File: config.mk
export PLATFORM = sky130hd
export DESIGN_NAME = pwr_toggle_counter_flat
export DESIGN_NICKNAME = d
export VERILOG_FILES = /design/src/rtl/pwr_toggle_counter_pkg.sv /design/src/rtl/pwr_toggle_counter_if.sv /design/src/rtl/pwr_toggle_counter_chan_cnt.sv /design/src/rtl/pwr_toggle_counter.sv /design/src/flat_wrapper.sv
export SDC_FILE = /design/constraint.sdc
export NUM_CORES = 1
export LEC_CHECK = 0
export BUFFER_PORTS_ARGS = -buffer_cell sky130_fd_sc_hd__buf_2
export CAP_MARGIN = 0
export CORE_ASPECT_RATIO = 0.8
export CORE_UTILIZATION = 66
export DETAILED_ROUTE_END_ITERATION = 8
export PLACE_DENSITY = 0.94
export SLEW_MARGIN = 15
export SYNTH_ARGS = -nofsm -noshare
export SYNTH_HDL_FRONTEND = slang
export SYNTH_SLANG_ARGS = --single-unit
File: constraint.sdc
create_clock -name C -period 11.9 [get_ports C]
set_clock_uncertainty 0.2 [all_clocks]
set_input_delay 2.975 -clock C [delete_from_list [all_inputs] [get_ports C]]
set_output_delay 2.975 -clock C [all_outputs]
set_load 0.02 [all_outputs]
File: src/rtl/pwr_toggle_counter_pkg.sv
// pwr_mon_pkg: shared defaults, width derivation and saturating add for the toggle counter.
package pwr_mon_pkg;
    localparam int NCH_DEF = 8;
    localparam int CW_DEF = 16;

    function automatic int selw_of(int nch);
        return (nch > 1) ? $clog2(nch) : 1;
    endfunction

    function automatic int tw_of(int nch, int cw);
        return cw + selw_of(nch);
    endfunction

    function automatic logic [63:0] sat_add(logic [63:0] a, logic [63:0] inc, int w);
        logic [63:0] max;
        max = (w >= 64) ? '1 : (64'd1 << w) - 64'd1;
        return (a >= max || inc > max - a) ? max : a + inc;
    endfunction
endpackage

File: src/rtl/pwr_toggle_counter_if.sv
// pwr_toggle_counter_if: monitored nets, control and readout bundle of the toggle counter.
interface pwr_toggle_counter_if import pwr_mon_pkg::*; #(
    parameter int NCH = NCH_DEF,
    parameter int CW = CW_DEF
);
    localparam int SELW = selw_of(NCH);
    localparam int TW = tw_of(NCH, CW);
    logic [NCH-1:0] sig;
    logic clr;
    logic freeze;
    logic rd_en;
    logic [SELW-1:0] sel;
    logic [CW-1:0] rd_data;
    logic rd_valid;
    logic [TW-1:0] total;
    logic [NCH-1:0] ovf;
    modport master (output sig, clr, freeze, rd_en, sel, input rd_data, rd_valid, total, ovf);
    modport slave (input sig, clr, freeze, rd_en, sel, output rd_data, rd_valid, total, ovf);
endinterface

File: src/rtl/pwr_toggle_counter_chan_cnt.sv
// pwr_chan_cnt: one channel's edge detector, rising-edge counter and sticky overflow.
// PWR_CNT_WRAP_EN selects wrapping counters with overflow flag; otherwise saturating.
module pwr_chan_cnt import pwr_mon_pkg::*; #(
    parameter int CW = CW_DEF
) (
    input  logic          C,
    input  logic          R,
    input  logic          armed,
    input  logic          clr,
    input  logic          freeze,
    input  logic          sig,
    output logic          rise,
    output logic [CW-1:0] cnt,
    output logic          ovf
);
    logic prev;
    logic wrap;
    logic [CW-1:0] cnt_nx;
    assign rise = armed & sig & ~prev;
`ifdef PWR_CNT_WRAP_EN
    assign cnt_nx = cnt + CW'(1);
    assign wrap = &cnt;
`else
    assign cnt_nx = CW'(sat_add(64'(cnt), 64'd1, CW));
    assign wrap = 1'b0;
`endif
    always_ff @(posedge C) begin
        if (R) begin
            prev <= 1'b0;
            cnt <= '0;
            ovf <= 1'b0;
        end else begin
            prev <= sig;
            if (clr) begin
                cnt <= '0;
                ovf <= 1'b0;
            end else if (!freeze && rise) begin
                cnt <= cnt_nx;
                ovf <= ovf | wrap;
            end
        end
    end
endmodule

File: src/rtl/pwr_toggle_counter.sv
// pwr_toggle_counter: NCH-channel rising-transition counter with running total and readout.
// PWR_CNT_WRAP_EN selects wrapping counters/total with sticky overflow; otherwise saturating.
module pwr_toggle_counter import pwr_mon_pkg::*; #(
    parameter int NCH = NCH_DEF,
    parameter int CW = CW_DEF
) (
    input logic C,
    input logic R,
    pwr_toggle_counter_if.slave bus
);
    localparam int SELW = selw_of(NCH);
    localparam int TW = tw_of(NCH, CW);
    logic armed;
    logic [NCH-1:0] rise;
    logic [NCH-1:0] ovf;
    logic [CW-1:0] cnt [NCH];
    logic [CW-1:0] pad [2**SELW];
    logic [TW-1:0] pc;
    logic [TW-1:0] total;
    logic [TW-1:0] total_nx;
    logic [CW-1:0] rd_data;
    logic rd_valid;
    for (genvar i = 0; i < NCH; i++) begin : g_ch
        pwr_chan_cnt #(.CW(CW)) u_ch (
            .C(C),
            .R(R),
            .armed(armed),
            .clr(bus.clr),
            .freeze(bus.freeze),
            .sig(bus.sig[i]),
            .rise(rise[i]),
            .cnt(cnt[i]),
            .ovf(ovf[i])
        );
    end
    // Unused select codes read as zero.
    for (genvar i = 0; i < 2**SELW; i++) begin : g_pad
        if (i < NCH) begin : g_on
            assign pad[i] = cnt[i];
        end else begin : g_off
            assign pad[i] = '0;
        end
    end
    always_comb begin
        pc = '0;
        for (int i = 0; i < NCH; i++) pc = pc + TW'(rise[i]);
    end
`ifdef PWR_CNT_WRAP_EN
    assign total_nx = total + pc;
`else
    assign total_nx = TW'(sat_add(64'(total), 64'(pc), TW));
`endif
    always_ff @(posedge C) begin
        if (R) begin
            armed <= 1'b0;
            total <= '0;
            rd_data <= '0;
            rd_valid <= 1'b0;
        end else begin
            armed <= 1'b1;
            total <= bus.clr ? '0 : bus.freeze ? total : total_nx;
            rd_valid <= bus.rd_en;
            if (bus.rd_en) rd_data <= pad[bus.sel];
        end
    end
    assign bus.total = total;
    assign bus.rd_data = rd_data;
    assign bus.rd_valid = rd_valid;
    assign bus.ovf = ovf;
endmodule

File: src/flat_wrapper.sv
// flat-port wrapper written by rule: the top's interface ports become plain ports
module pwr_toggle_counter_flat import pwr_mon_pkg::*;
#(
    parameter int NCH = NCH_DEF,
    parameter int CW = CW_DEF
)
  (C, R, bus_sig, bus_clr, bus_freeze, bus_rd_en, bus_sel, bus_rd_data, bus_rd_valid, bus_total, bus_ovf);
  pwr_toggle_counter_if #(.NCH(NCH), .CW(CW)) bus_i ();
  input logic C;
  input logic R;
  input wire logic [$bits(bus_i.sig)-1:0] bus_sig;
  input wire logic [$bits(bus_i.clr)-1:0] bus_clr;
  input wire logic [$bits(bus_i.freeze)-1:0] bus_freeze;
  input wire logic [$bits(bus_i.rd_en)-1:0] bus_rd_en;
  input wire logic [$bits(bus_i.sel)-1:0] bus_sel;
  output wire logic [$bits(bus_i.rd_data)-1:0] bus_rd_data;
  output wire logic [$bits(bus_i.rd_valid)-1:0] bus_rd_valid;
  output wire logic [$bits(bus_i.total)-1:0] bus_total;
  output wire logic [$bits(bus_i.ovf)-1:0] bus_ovf;
  assign bus_i.sig = bus_sig;
  assign bus_i.clr = bus_clr;
  assign bus_i.freeze = bus_freeze;
  assign bus_i.rd_en = bus_rd_en;
  assign bus_i.sel = bus_sel;
  assign bus_rd_data = bus_i.rd_data;
  assign bus_rd_valid = bus_i.rd_valid;
  assign bus_total = bus_i.total;
  assign bus_ovf = bus_i.ovf;
  pwr_toggle_counter #(.NCH(NCH), .CW(CW)) u_core (.C(C), .R(R), .bus(bus_i));
endmodule
==> impl_results.md <==
- Nets: approximately 1000
- Hold path endpoint: u_core.bus.rd_data[5]
- Total number of yosys warnings: 0
- Leakage: about 3.6 nW
- Gate Count Post-Synth: 984
- Distinct cells, synth: 58
- Placeable Area: about 14000 µm²
- Status: complete, no violations
- Setup repair after global routing missed its margin: no
- Most frequent cell after synthesis: dfxtp_1
- Top Ports: 60
- Worst-Margin Slew: 1090 ps
- Top cells by area, synth: dfxtp_1 37%, mux4_2 7.5%, a21oi_1 7.1%, xor2_1 6.0%, xnor2_1 5.8%
- Vias in the first global route: 7312
- Post-CTS Setup Bufs: 0
- Syn avg cell area: between 9 and 10 µm²
- CTS tree: done
- Hold_sp: u_core.bus.rd_data[5]
- FF+latch count, synth: ~170
- Drt first pass iters: 6
- Post-synth EDFFs: 0
- Top cell type's share of synthesized area: 0.374
- CP Capture Type: register
- Sequential share of the synthesized area: 0.374
- Root Driver: clkbuf_16
- FMAX: around 140 MHz
- RR Startpoint: u_core.armed
- Fin crit period: 7120 ps
- Max_cap viols: 0
- Synthesized area: slightly above 9000 µm²
- Post-DP HPWL: around 16000 µm
- Crit path kind: input port to register
- # port buffers: between 50 and 60
- Standard-cell rows: 38
- Slew Viols, Final: 0
- Power Total: between 1 and 1.5 mW
- Via density: around 6.6
- Power Density: approximately 120 nW/µm²
- Die width: 134 µm
- Worst r2r path cells: 14
- Largest net degree at the start of global routing: slightly below 80
- Clk buf depth: 2
- Routed WL per cell: between 15 and 20 µm
- DRC violations left: 0
- Crit Reg-Reg Endpoint: u_core.bus.total[12]
- Overflow after GRT: 0
- CTS Hold Bufs: 0
- Total GRT Usage: 0.339
- Total negative setup slack: 0 ps
- Routed Antenna Nets: 0
- Async set-or-reset flop fraction in the synthesized netlist: 0
- Top cells by instance count after synthesis: 173 x dfxtp_1, 132 x a21oi_1, 63 x xor2_1
- Critical path fanouts, max: 16
- Synth area leader: dfxtp_1
- Die Ht: 108 µm
- Ys flop type: dfxtp_1
- Clk_lat worst skew: between 400 and 500 ps
- Period utilization: 0.598
- Initial antenna violation count: 1
- Diode count: 0
- Layout cells sized above 1: 0.137
- Die ar.: between 10000 and 15000 µm²
- First-pass GRT wire length: 37600 µm
- Clk sinks: 173
- Worst Path Required: ~12000 ps
- Max transition margin: 0.263
- Critical path arrival: 7280 ps
- DR iter-0 viols: 884
- Hold-critical path depth: 2
- Setup violations, final: 0
- Global placer's final weighted congestion: about 0.93
- Resize count post-CTS: 0
- Initial Util: 0.680
- CTS Buf Count: 17
- Drt total wl: around 24000 µm
- P&R area growth vs syn: 8.63%
- Via count: around 7800
- CP Launch Type: input port
- Reg2Reg Setup Slack: 6710 ps
- Htree depth: 4
- Peak supply drop: 0.112 mV
- Reg clk slew, reported paths: approximately 60 ps
- Final hold vios: 0
- Hold Path Class: register to register
[routing by layer]
metal	share of wire	up-vias	global-route usage
li1	-	3542	-
met1	0.41	3724	0.448
met3	0.12	65	0.124
met2	0.44	480	0.498
met5	0	-	0
met4	0.031	0	0.145
[kinds of logic (layout without fill, tap and decap cells)]
| kind of cell | count (synthesis) | in the layout | share of synthesized area |
|---|---|---|---|
| and+or+nand+nor | 313 | 313 | 0.190 |
| AOI/OAI and AO/OA | 195 | 195 | 0.122 |
| DFF | 173 | 173 | 0.374 |
| muxes | 54 | 54 | 0.102 |
| adders and majority gates | 29 | 29 | 0.0433 |
| other | 1 | 8 | 0.000405 |
| buffers and inverters | 95 | 114 | 0.0505 |
| xor gates and xnor gates | 124 | 124 | 0.117 |
[layout make-up]
class	count	area [µm²]
inverters	27	101
clock buffers	23	478
fillers	907	3550
flip-flops and latches	173	3460
multi-input cells	723	5360
repair buffers	55	285
clock inverters	9	134
well taps	180	225
[report_power, final]
part | internal (mW) | switching (mW) | total, mW
registers | 0.585 | 0.00680 | 0.592
logic | 0.0288 | 0.0497 | 0.0785
clock network | 0.348 | 0.230 | 0.578
total | 0.962 | 0.287 | 1.25
[layout by cell type, fill, tap and decap left out, types with 6 or more instances in the layout]
cell	n
o21ai_0	13
conb_1	8
and4_1	17
nor2_1	52
clkbuf_16	17
nand2_1	61
a211oi_1	20
nor3_1	22
xor2_1	63
inv_1	27
mux4_2	31
a21oi_2	9
nor2b_1	22
xnor2_1	61
nand3_1	38
nand4_1	31
nor4_1	6
buf_2	51
dfxtp_1	173
and3_1	25
a21oi_1	132
mux2i_1	22
ha_1	24
[through the flow]
stage	hold slack (ps)	cell area [µm²]	instances	setup slack, ps	utilization
floorplan	248	9280	991	4840	-
global placement	272	9430	1158	4450	0.694
detailed placement	276	9430	1158	4390	0.694
CTS	284	10000	1190	4800	0.738
global route	310	10000	1190	4520	0.739
finish	282	10000	1190	4780	0.739
[flip-flops by register name, summed over array words and instances, names as in the netlist]
name                   flops
u_core.g_ch.u_ch.cnt     128
u_core.bus.total          19
u_core.bus.rd_data        16
u_core.g_ch.u_ch.prev      8
u_core.armed               1
u_core.bus.rd_valid        1
[worst max path at each step]
stage	slack, ps	cells past startpoint	start	end
floorplan	4840	14	bus_sig[0]	u_core.bus.total[14]
global placement	4450	15	bus_sig[0]	u_core.bus.total[17]
detailed placement	4390	15	bus_sig[0]	u_core.bus.total[16]
CTS	4800	15	bus_sig[0]	u_core.bus.total[12]
global route	4520	16	bus_sig[1]	u_core.bus.total[13]
finish	4780	15	bus_sig[0]	u_core.bus.total[12]
[critical path, stage by stage]
cell and delay (ps):
buf_2 110, and3b_1 160, ha_1 300, fa_1 540, inv_1 60, fa_1 500
fa_1 460, fa_1 500, inv_1 60, ha_1 310, nor2b_1 140, o211ai_1 90
a21oi_1 230, nand3_1 520, a21oi_1 320
Note: power is estimated with default switching activity, not from simulation.
